$ cat src/rtl/mcu_sequencer_pkg.sv
// Shared definitions for the 8-bit MCU sequencer.
//   - opcode values carried in instr[7:4]
//   - ALU operation encodings driven on alu_op
//   - sequencer state encoding
//   - instruction classes produced by the decoder
package mcu_pkg;

    localparam logic [3:0] OP_NOP = 4'h0;
    localparam logic [3:0] OP_ADD = 4'h1;
    localparam logic [3:0] OP_SUB = 4'h2;
    localparam logic [3:0] OP_AND = 4'h3;
    localparam logic [3:0] OP_OR  = 4'h4;
    localparam logic [3:0] OP_LD  = 4'h5;
    localparam logic [3:0] OP_ST  = 4'h6;
    localparam logic [3:0] OP_JMP = 4'h7;
    localparam logic [3:0] OP_JZ  = 4'h8;
    localparam logic [3:0] OP_HLT = 4'hF;

    typedef enum logic [2:0] {
        ALU_PASS = 3'b000,
        ALU_ADD  = 3'b001,
        ALU_SUB  = 3'b010,
        ALU_AND  = 3'b011,
        ALU_OR   = 3'b100
    } alu_op_e;

    typedef enum logic [2:0] {
        S_IDLE   = 3'd0,
        S_FETCH  = 3'd1,
        S_DECODE = 3'd2,
        S_EXEC   = 3'd3,
        S_MEM    = 3'd4,
        S_WB     = 3'd5,
        S_HALT   = 3'd6
    } state_e;

    typedef enum logic [2:0] {
        CL_NOP = 3'd0,
        CL_ALU = 3'd1,
        CL_LD  = 3'd2,
        CL_ST  = 3'd3,
        CL_JMP = 3'd4,
        CL_JZ  = 3'd5,
        CL_HLT = 3'd6
    } op_class_e;

endpackage

$ cat src/rtl/mcu_sequencer_if.sv
// Control/handshake bundle between the MCU sequencer and the datapath/memory.
//   master : sequencer side (drives strobes and mux selects)
//   slave  : datapath/memory side (drives run, instr, mem_ready, zero)
// Signals:
//   run        level request to execute
//   instr[7:0] instruction byte from program memory
//   mem_ready  memory access complete
//   zero       ALU zero flag
//   MA, MB     bus-A / bus-B mux selects
//   ir_load, pc_inc, pc_load, alu_op[2:0], reg_we, mem_rd, mem_wr  datapath strobes
//   halted, fault  status
interface mcu_sequencer_if;

    logic       run;
    logic [7:0] instr;
    logic       mem_ready;
    logic       zero;

    logic       MA;
    logic       MB;
    logic       ir_load;
    logic       pc_inc;
    logic       pc_load;
    logic [2:0] alu_op;
    logic       reg_we;
    logic       mem_rd;
    logic       mem_wr;
    logic       halted;
    logic       fault;

    modport master (
        input  run, instr, mem_ready, zero,
        output MA, MB, ir_load, pc_inc, pc_load, alu_op,
               reg_we, mem_rd, mem_wr, halted, fault
    );

    modport slave (
        output run, instr, mem_ready, zero,
        input  MA, MB, ir_load, pc_inc, pc_load, alu_op,
               reg_we, mem_rd, mem_wr, halted, fault
    );

endinterface

$ cat src/rtl/mcu_sequencer_decode.sv
// Combinational opcode decoder for the MCU sequencer.
// Ports:
//   i_opcode  [OPW-1:0]  opcode field of the latched instruction
//   o_class              instruction class steering the sequencer
//   o_alu_op             ALU operation for ALU-class instructions (pass-A otherwise)
//   o_illegal            opcode not in the instruction set (class reported as HLT)
module mcu_decode
    import mcu_pkg::*;
#(
    parameter int unsigned OPW = 4
) (
    input  logic [OPW-1:0] i_opcode,
    output op_class_e      o_class,
    output alu_op_e        o_alu_op,
    output logic           o_illegal
);

    logic [3:0] w_op;

    assign w_op = 4'(i_opcode);

    always_comb begin
        o_class   = CL_HLT;
        o_alu_op  = ALU_PASS;
        o_illegal = 1'b0;
        case (w_op)
            OP_NOP: o_class = CL_NOP;
            OP_ADD: begin
                o_class  = CL_ALU;
                o_alu_op = ALU_ADD;
            end
            OP_SUB: begin
                o_class  = CL_ALU;
                o_alu_op = ALU_SUB;
            end
            OP_AND: begin
                o_class  = CL_ALU;
                o_alu_op = ALU_AND;
            end
            OP_OR: begin
                o_class  = CL_ALU;
                o_alu_op = ALU_OR;
            end
            OP_LD:  o_class = CL_LD;
            OP_ST:  o_class = CL_ST;
            OP_JMP: o_class = CL_JMP;
            OP_JZ:  o_class = CL_JZ;
            OP_HLT: o_class = CL_HLT;
            // Unknown opcodes halt the machine and raise fault.
            default: o_illegal = 1'b1;
        endcase
    end

endmodule

$ cat src/rtl/mcu_sequencer.sv
// Control FSM for the 8-bit MCU datapath: fetch / decode / execute / memory /
// writeback, one instruction in flight. All outputs are registered and take
// the value belonging to the state being entered.
// Ports:
//   clk    system clock, rising edge
//   rst_n  asynchronous active-low reset
//   bus    mcu_sequencer_if.master: run/instr/mem_ready/zero in,
//          MA/MB/ir_load/pc_inc/pc_load/alu_op/reg_we/mem_rd/mem_wr/halted/fault out
// Parameters:
//   OPW     opcode width (instr[7 -: OPW])
//   MEM_TO  mem_ready wait-cycle limit in FETCH/MEM before fault
module mcu_sequencer
    import mcu_pkg::*;
#(
    parameter int unsigned OPW    = 4,
    parameter int unsigned MEM_TO = 15
) (
    input  logic                   clk,
    input  logic                   rst_n,
    mcu_sequencer_if.master        bus
);

    localparam int unsigned          CNT_W   = $clog2(MEM_TO + 1);
    localparam logic [CNT_W-1:0]     TO_LAST = CNT_W'(MEM_TO - 1);

    state_e           r_state;
    logic [OPW-1:0]   r_opcode;
    logic             r_imm_sel;
    logic             r_run_d;
    logic [CNT_W-1:0] r_to_cnt;

    logic             r_ma;
    logic             r_mb;
    logic             r_ir_load;
    logic             r_pc_inc;
    logic             r_pc_load;
    alu_op_e          r_alu_op;
    logic             r_reg_we;
    logic             r_mem_rd;
    logic             r_mem_wr;
    logic             r_halted;
    logic             r_fault;

    op_class_e        w_class;
    alu_op_e          w_alu_op;
    logic             w_illegal;
    logic             w_unused_imm_bits;

    // Only the opcode and the immediate-select bit steer the sequencer; the
    // remaining immediate bits go straight to the datapath.
    assign w_unused_imm_bits = ^bus.instr[2:0];

    mcu_decode #(
        .OPW (OPW)
    ) u_decode (
        .i_opcode  (r_opcode),
        .o_class   (w_class),
        .o_alu_op  (w_alu_op),
        .o_illegal (w_illegal)
    );

    always_ff @(posedge clk or negedge rst_n) begin
        if (!rst_n) begin
            r_state   <= S_IDLE;
            r_opcode  <= '0;
            r_imm_sel <= 1'b0;
            r_run_d   <= 1'b0;
            r_to_cnt  <= '0;
            r_ma      <= 1'b0;
            r_mb      <= 1'b0;
            r_ir_load <= 1'b0;
            r_pc_inc  <= 1'b0;
            r_pc_load <= 1'b0;
            r_alu_op  <= ALU_PASS;
            r_reg_we  <= 1'b0;
            r_mem_rd  <= 1'b0;
            r_mem_wr  <= 1'b0;
            r_halted  <= 1'b0;
            r_fault   <= 1'b0;
        end else begin
            r_run_d <= bus.run;

            // Every output is recomputed for the state being entered; the
            // branches below only raise what that state needs.
            r_ma      <= 1'b0;
            r_mb      <= 1'b0;
            r_ir_load <= 1'b0;
            r_pc_inc  <= 1'b0;
            r_pc_load <= 1'b0;
            r_alu_op  <= ALU_PASS;
            r_reg_we  <= 1'b0;
            r_mem_rd  <= 1'b0;
            r_mem_wr  <= 1'b0;
            r_halted  <= 1'b0;

            case (r_state)
                S_IDLE: begin
                    if (bus.run) begin
                        r_state  <= S_FETCH;
                        r_mem_rd <= 1'b1;
                        r_ma     <= 1'b1;
                    end
                end

                S_FETCH: begin
                    if (bus.mem_ready) begin
                        r_opcode  <= bus.instr[7 -: OPW];
                        r_imm_sel <= bus.instr[3];
                        r_ir_load <= 1'b1;
                        r_pc_inc  <= 1'b1;
                        r_to_cnt  <= '0;
                        r_state   <= S_DECODE;
                    end else if (r_to_cnt == TO_LAST) begin
                        r_to_cnt <= '0;
                        r_fault  <= 1'b1;
                        r_halted <= 1'b1;
                        r_state  <= S_HALT;
                    end else begin
                        r_to_cnt <= r_to_cnt + 1'b1;
                        r_mem_rd <= 1'b1;
                        r_ma     <= 1'b1;
                    end
                end

                S_DECODE: begin
                    case (w_class)
                        CL_NOP: begin
                            if (bus.run) begin
                                r_state  <= S_FETCH;
                                r_mem_rd <= 1'b1;
                                r_ma     <= 1'b1;
                            end else begin
                                r_state <= S_IDLE;
                            end
                        end
                        CL_ALU: begin
                            r_state  <= S_EXEC;
                            r_alu_op <= w_alu_op;
                            r_mb     <= r_imm_sel;
                        end
                        CL_LD: begin
                            r_state  <= S_MEM;
                            r_mem_rd <= 1'b1;
                        end
                        CL_ST: begin
                            r_state  <= S_MEM;
                            r_mem_wr <= 1'b1;
                        end
                        CL_JMP: begin
                            r_state   <= S_EXEC;
                            r_pc_load <= 1'b1;
                        end
                        CL_JZ: begin
                            // Registered outputs: the flag is taken on the edge
                            // into EXEC, while no ALU operation is in flight.
                            r_state   <= S_EXEC;
                            r_pc_load <= bus.zero;
                        end
                        CL_HLT: begin
                            r_state  <= S_HALT;
                            r_halted <= 1'b1;
                            if (w_illegal) begin
                                r_fault <= 1'b1;
                            end
                        end
                        default: begin
                            r_state  <= S_HALT;
                            r_halted <= 1'b1;
                            r_fault  <= 1'b1;
                        end
                    endcase
                end

                S_EXEC: begin
                    if (w_class == CL_ALU) begin
                        // ALU select and operand mux stay put so the result
                        // being written back remains stable.
                        r_state  <= S_WB;
                        r_reg_we <= 1'b1;
                        r_alu_op <= r_alu_op;
                        r_mb     <= r_mb;
                    end else if (bus.run) begin
                        r_state  <= S_FETCH;
                        r_mem_rd <= 1'b1;
                        r_ma     <= 1'b1;
                    end else begin
                        r_state <= S_IDLE;
                    end
                end

                S_MEM: begin
                    if (bus.mem_ready) begin
                        r_to_cnt <= '0;
                        if (w_class == CL_LD) begin
                            r_state  <= S_WB;
                            r_reg_we <= 1'b1;
                        end else begin
                            r_state  <= S_FETCH;
                            r_mem_rd <= 1'b1;
                            r_ma     <= 1'b1;
                        end
                    end else if (r_to_cnt == TO_LAST) begin
                        r_to_cnt <= '0;
                        r_fault  <= 1'b1;
                        r_halted <= 1'b1;
                        r_state  <= S_HALT;
                    end else begin
                        r_to_cnt <= r_to_cnt + 1'b1;
                        r_mem_rd <= (w_class == CL_LD);
                        r_mem_wr <= (w_class == CL_ST);
                    end
                end

                S_WB: begin
                    if (bus.run) begin
                        r_state  <= S_FETCH;
                        r_mem_rd <= 1'b1;
                        r_ma     <= 1'b1;
                    end else begin
                        r_state <= S_IDLE;
                    end
                end

                S_HALT: begin
                    // Resume needs a fresh rising edge of run and no fault.
                    if (!r_fault && bus.run && !r_run_d) begin
                        r_state  <= S_FETCH;
                        r_mem_rd <= 1'b1;
                        r_ma     <= 1'b1;
                    end else begin
                        r_halted <= 1'b1;
                    end
                end

                default: r_state <= S_IDLE;
            endcase
        end
    end

    assign bus.MA      = r_ma;
    assign bus.MB      = r_mb;
    assign bus.ir_load = r_ir_load;
    assign bus.pc_inc  = r_pc_inc;
    assign bus.pc_load = r_pc_load;
    assign bus.alu_op  = r_alu_op;
    assign bus.reg_we  = r_reg_we;
    assign bus.mem_rd  = r_mem_rd;
    assign bus.mem_wr  = r_mem_wr;
    assign bus.halted  = r_halted;
    assign bus.fault   = r_fault;

endmodule

$ cat src/flat_wrapper.sv
// flat-port wrapper written by rule: the top's interface ports become plain ports
module mcu_sequencer_flat import mcu_pkg::*;
#(
    parameter int unsigned OPW    = 4,
    parameter int unsigned MEM_TO = 15
)
  (clk, rst_n, bus_run, bus_instr, bus_mem_ready, bus_zero, bus_MA, bus_MB, bus_ir_load, bus_pc_inc, bus_pc_load, bus_alu_op, bus_reg_we, bus_mem_rd, bus_mem_wr, bus_halted, bus_fault);
  mcu_sequencer_if bus_i ();
  input  logic clk;
  input  logic rst_n;
  input wire logic [$bits(bus_i.run)-1:0] bus_run;
  input wire logic [$bits(bus_i.instr)-1:0] bus_instr;
  input wire logic [$bits(bus_i.mem_ready)-1:0] bus_mem_ready;
  input wire logic [$bits(bus_i.zero)-1:0] bus_zero;
  output wire logic [$bits(bus_i.MA)-1:0] bus_MA;
  output wire logic [$bits(bus_i.MB)-1:0] bus_MB;
  output wire logic [$bits(bus_i.ir_load)-1:0] bus_ir_load;
  output wire logic [$bits(bus_i.pc_inc)-1:0] bus_pc_inc;
  output wire logic [$bits(bus_i.pc_load)-1:0] bus_pc_load;
  output wire logic [$bits(bus_i.alu_op)-1:0] bus_alu_op;
  output wire logic [$bits(bus_i.reg_we)-1:0] bus_reg_we;
  output wire logic [$bits(bus_i.mem_rd)-1:0] bus_mem_rd;
  output wire logic [$bits(bus_i.mem_wr)-1:0] bus_mem_wr;
  output wire logic [$bits(bus_i.halted)-1:0] bus_halted;
  output wire logic [$bits(bus_i.fault)-1:0] bus_fault;
  assign bus_i.run = bus_run;
  assign bus_i.instr = bus_instr;
  assign bus_i.mem_ready = bus_mem_ready;
  assign bus_i.zero = bus_zero;
  assign bus_MA = bus_i.MA;
  assign bus_MB = bus_i.MB;
  assign bus_ir_load = bus_i.ir_load;
  assign bus_pc_inc = bus_i.pc_inc;
  assign bus_pc_load = bus_i.pc_load;
  assign bus_alu_op = bus_i.alu_op;
  assign bus_reg_we = bus_i.reg_we;
  assign bus_mem_rd = bus_i.mem_rd;
  assign bus_mem_wr = bus_i.mem_wr;
  assign bus_halted = bus_i.halted;
  assign bus_fault = bus_i.fault;
  mcu_sequencer #(.OPW(OPW), .MEM_TO(MEM_TO)) u_core (.clk(clk), .rst_n(rst_n), .bus(bus_i));
endmodule
$ cat config.mk
export PLATFORM = sky130hd
export DESIGN_NAME = mcu_sequencer_flat
export DESIGN_NICKNAME = d
export VERILOG_FILES = /design/src/rtl/mcu_sequencer_pkg.sv /design/src/rtl/mcu_sequencer_if.sv /design/src/rtl/mcu_sequencer_decode.sv /design/src/rtl/mcu_sequencer.sv /design/src/flat_wrapper.sv
export SDC_FILE = /design/constraint.sdc
export NUM_CORES = 1
export LEC_CHECK = 0
export BUFFER_PORTS_ARGS = -buffer_cell sky130_fd_sc_hd__buf_2
export CORE_ASPECT_RATIO = 0.6
export CORE_MARGIN = 4
export CORE_UTILIZATION = 59
export CTS_CLUSTER_SIZE = 16
export DETAILED_ROUTE_END_ITERATION = 16
export PLACE_DENSITY = 0.93
export SETUP_SLACK_MARGIN = 0.15
export SYNTH_ARGS = -nofsm -noshare
export SYNTH_HDL_FRONTEND = slang
export SYNTH_SLANG_ARGS = --single-unit
$ cat constraint.sdc
create_clock -name clk -period 2.3 [get_ports clk]
set_input_delay 0.46 -clock clk [delete_from_list [all_inputs] [get_ports clk]]
set_output_delay 0.46 -clock clk [all_outputs]
set_load 0.02 [all_outputs]
==> metrics.txt <==
status complete, no violations; Max Cap Viol 0; final setup vio count 0; Port-buffer cells 22; Core ar. 0.00224 mm^2; Root Buffer clkbuf_8; syn avg cell area 9.94 um^2; DP HPWL 2530 um; Leak 0.714 nW; synthesized area 0.00145 mm^2; CTS buffer count 3; nets@finish 180; Post-synth EDFFs 0; RSZ-0062 raised after global routing false; Net Sw Power 0.000905 W; Clock Power Share 13.5%; proportion of layout cells with a drive suffix above 1 25.0%; Syn Nets 161; Skew-Pair Late Insertion Delay 0.28 ns; total number of vias 1275; first-pass GRT wire length 5560 um; Slew Viols, Final 0; vias in the first global route 1150; Setup WS post-layout 0.437 ns; CP max stage cell dfrtp_1; DR iter-0 viols 197; # fillers 154; number of buffers and inverters on the critical path 0; clk sinks 25; iteration count of the initial detailed-routing pass 4; IO Pins 26; register area share after synthesis 43.1%; final wirelength 3400 um; Main synth FF type dfrtp_1; site row count 13; DR DRC count 0; CP arrival 2.00 ns; Worst Setup End Kind flop; Hold WC Path Type input port to asynchronous set/reset pin; Warnings, synthesis 0; deepest clock path buffer count 2; die footprint 0.00334 mm^2; post-cts hold buffer count 0; pre-CTS WS 0.508 ns; WL/cell 17.5 um; Worst path max stage delay 0.73 ns; setup tns final 0 ns; antenna viol nets, final 0; most common cell after layout, fill and taps aside dfrtp_1; Ant. Diodes 0; synthesis-to-finish area growth 10.5%; synth top area cells dfrtp_1 43%, o21ai_0 3.1%, mux2_2 3.1%; overall routing resource usage 22.7%; Fin. Hold Viols 0; Max IR drop VDD 0.714 mV; biggest area consumer among synthesized cells dfrtp_1; die span in y 46.4 um; Clock Skew 0.00646 ns; crit share post-route 81.0%; initial antenna violation count 0; PwrDens 1220 mW/mm^2; Int Pwr 0.00106 W; Avg Vias per Cell 6.57; Multi-input gate area 758 um^2; worst-path fanout max 17; Seq pwr share 42.0%; Overflow after GRT 0; htree depth 1; commonest non-fill, non-tap cells in the layout 25 x dfrtp_1, 22 x buf_2, 10 x nor2_1; CTS tree done; worst slew pin tran 0.598 ns; Gate Count Post-Synth 146; Die Wd 72.0 um; Sequential Area 626 um^2; CP Class flop to flop; largest net degree at the start of global routing 26; crit-path cells nor2b_1 > and4_1 > a311oi_1 > o2111ai_1; number of buffers inserted by post-CTS setup repair 0; critical path launch point type flop; switch share 46.1%; crit-path leading delay family flip-flops; max_slew headroom 60.1%; max frequency 0.537 GHz; post-synth top area share 43.1%; Resize count post-CTS 0; Tmin final 1.86 ns; distinct cell type count after synthesis 48; ys async rst share 100%; effective utilization at floorplan 64.7%; #FFs+latches synth 25; combinational share of power 44.5%; Routability Congestion 0.924; Worst-path clk slew 0.09 ns; worst endpoint required time 2.44 ns
[through the flow]
stage	cell area (um^2)	utilization [%]	instances	total power, W	hold slack (ns)
3_3_place_gp	1560	69.4	190	0.00162	0.460
2_1_floorplan	1450	-	146	0.00147	0.164
6_report	1600	71.5	194	0.00196	0.157
3_5_place_dp	1560	69.4	190	0.00168	0.486
4_1_cts	1600	71.5	194	0.00195	0.180
5_1_grt	1600	71.5	194	0.00208	0.203
[cell usage after synthesis (all sizes together) (2+ instances only)]
| library cell | count |
|---|---|
| inv | 5 |
| buf | 8 |
| nor3b | 3 |
| o21bai | 2 |
| nand2b | 7 |
| a311oi | 2 |
| ha | 2 |
| nor2 | 10 |
| nor3 | 5 |
| a21oi | 6 |
| dfrtp | 25 |
| or3b | 2 |
| nor4 | 2 |
| nand2 | 9 |
| a22o | 3 |
| nand3 | 6 |
| o211ai | 2 |
| nor2b | 4 |
| o21ai | 9 |
| o2bb2ai | 2 |
| nand3b | 2 |
| mux2 | 4 |
| mux2i | 2 |
| a31oi | 6 |
[cell families after synthesis]
| family | share of synthesized area (%) |
|---|---|
| xor+xnor | 0.604 |
| fa+ha+maj | 1.72 |
| simple gates | 22.2 |
| flops | 43.1 |
| compound gates | 23.2 |
| mux | 4.48 |
| buf+inv | 4.65 |
[metal layers]
layer | vias up | part of all wire (%) | track usage (%)
met5 | - | 0 | 0
met4 | 0 | 2.9 | 10.1
met3 | 13 | 11 | 5.45
met2 | 86 | 45 | 34.3
met1 | 597 | 41 | 31.4
li1 | 579 | - | -
[cell type report]
type | instances | area share (%)
well taps | 30 | 2.34
clock inverters | 1 | 0.312
multi-input cells | 107 | 47.3
flip-flops and latches | 25 | 39.0
clock buffers | 3 | 2.57
repair buffers | 23 | 7.33
inverters | 5 | 1.17
[power by group through the flow]
stage | Clock, W | Combinational [W] | Sequential, W
finish | 0.000264 | 0.000874 | 0.000825
global route | 0.000287 | 0.000944 | 0.000852
CTS | 0.000270 | 0.000863 | 0.000814
detailed placement | 0 | 0.000857 | 0.000826
global placement | 0 | 0.000815 | 0.000806
floorplan | 0 | 0.000748 | 0.000723
[final timing paths]
kind	start	to	slack (ns)	depth (start not counted)
worst max-delay path	u_core.r_state[0]	u_core.bus.mem_rd	0.44	4
worst min-delay path	rst_n	u_core.r_opcode[2]	0.16	1
worst max register to register	u_core.r_state[0]	u_core.bus.mem_rd	0.44	4
worst min register to register	u_core.bus.alu_op[0]	u_core.bus.alu_op[0]	0.52	1
max in group asynchronous	rst_n	u_core.bus.halted	1.77	1
min in group clk	bus_run	u_core.r_run_d	0.39	1
[worst register-to-register path, cell delays in order (launching register included)]
cell and delay, ns:
dfrtp_1 0.73, nor2b_1 0.17, and4_1 0.25, a311oi_1 0.40, o2111ai_1 0.18
[sequential cells by signal (all words and copies together), names as in the netlist]
signal / cells
u_core.bus.pc_load: 1
u_core.bus.fault: 1
u_core.r_imm_sel: 1
u_core.bus.halted: 1
u_core.r_run_d: 1
u_core.r_opcode: 4
u_core.bus.mem_wr: 1
u_core.bus.alu_op: 3
u_core.bus.MA: 1
u_core.r_to_cnt: 4
u_core.bus.MB: 1
u_core.bus.reg_we: 1
u_core.bus.ir_load: 1
u_core.bus.mem_rd: 1
u_core.r_state: 3
No activity file was read; power rests on OpenSTA's default activity.
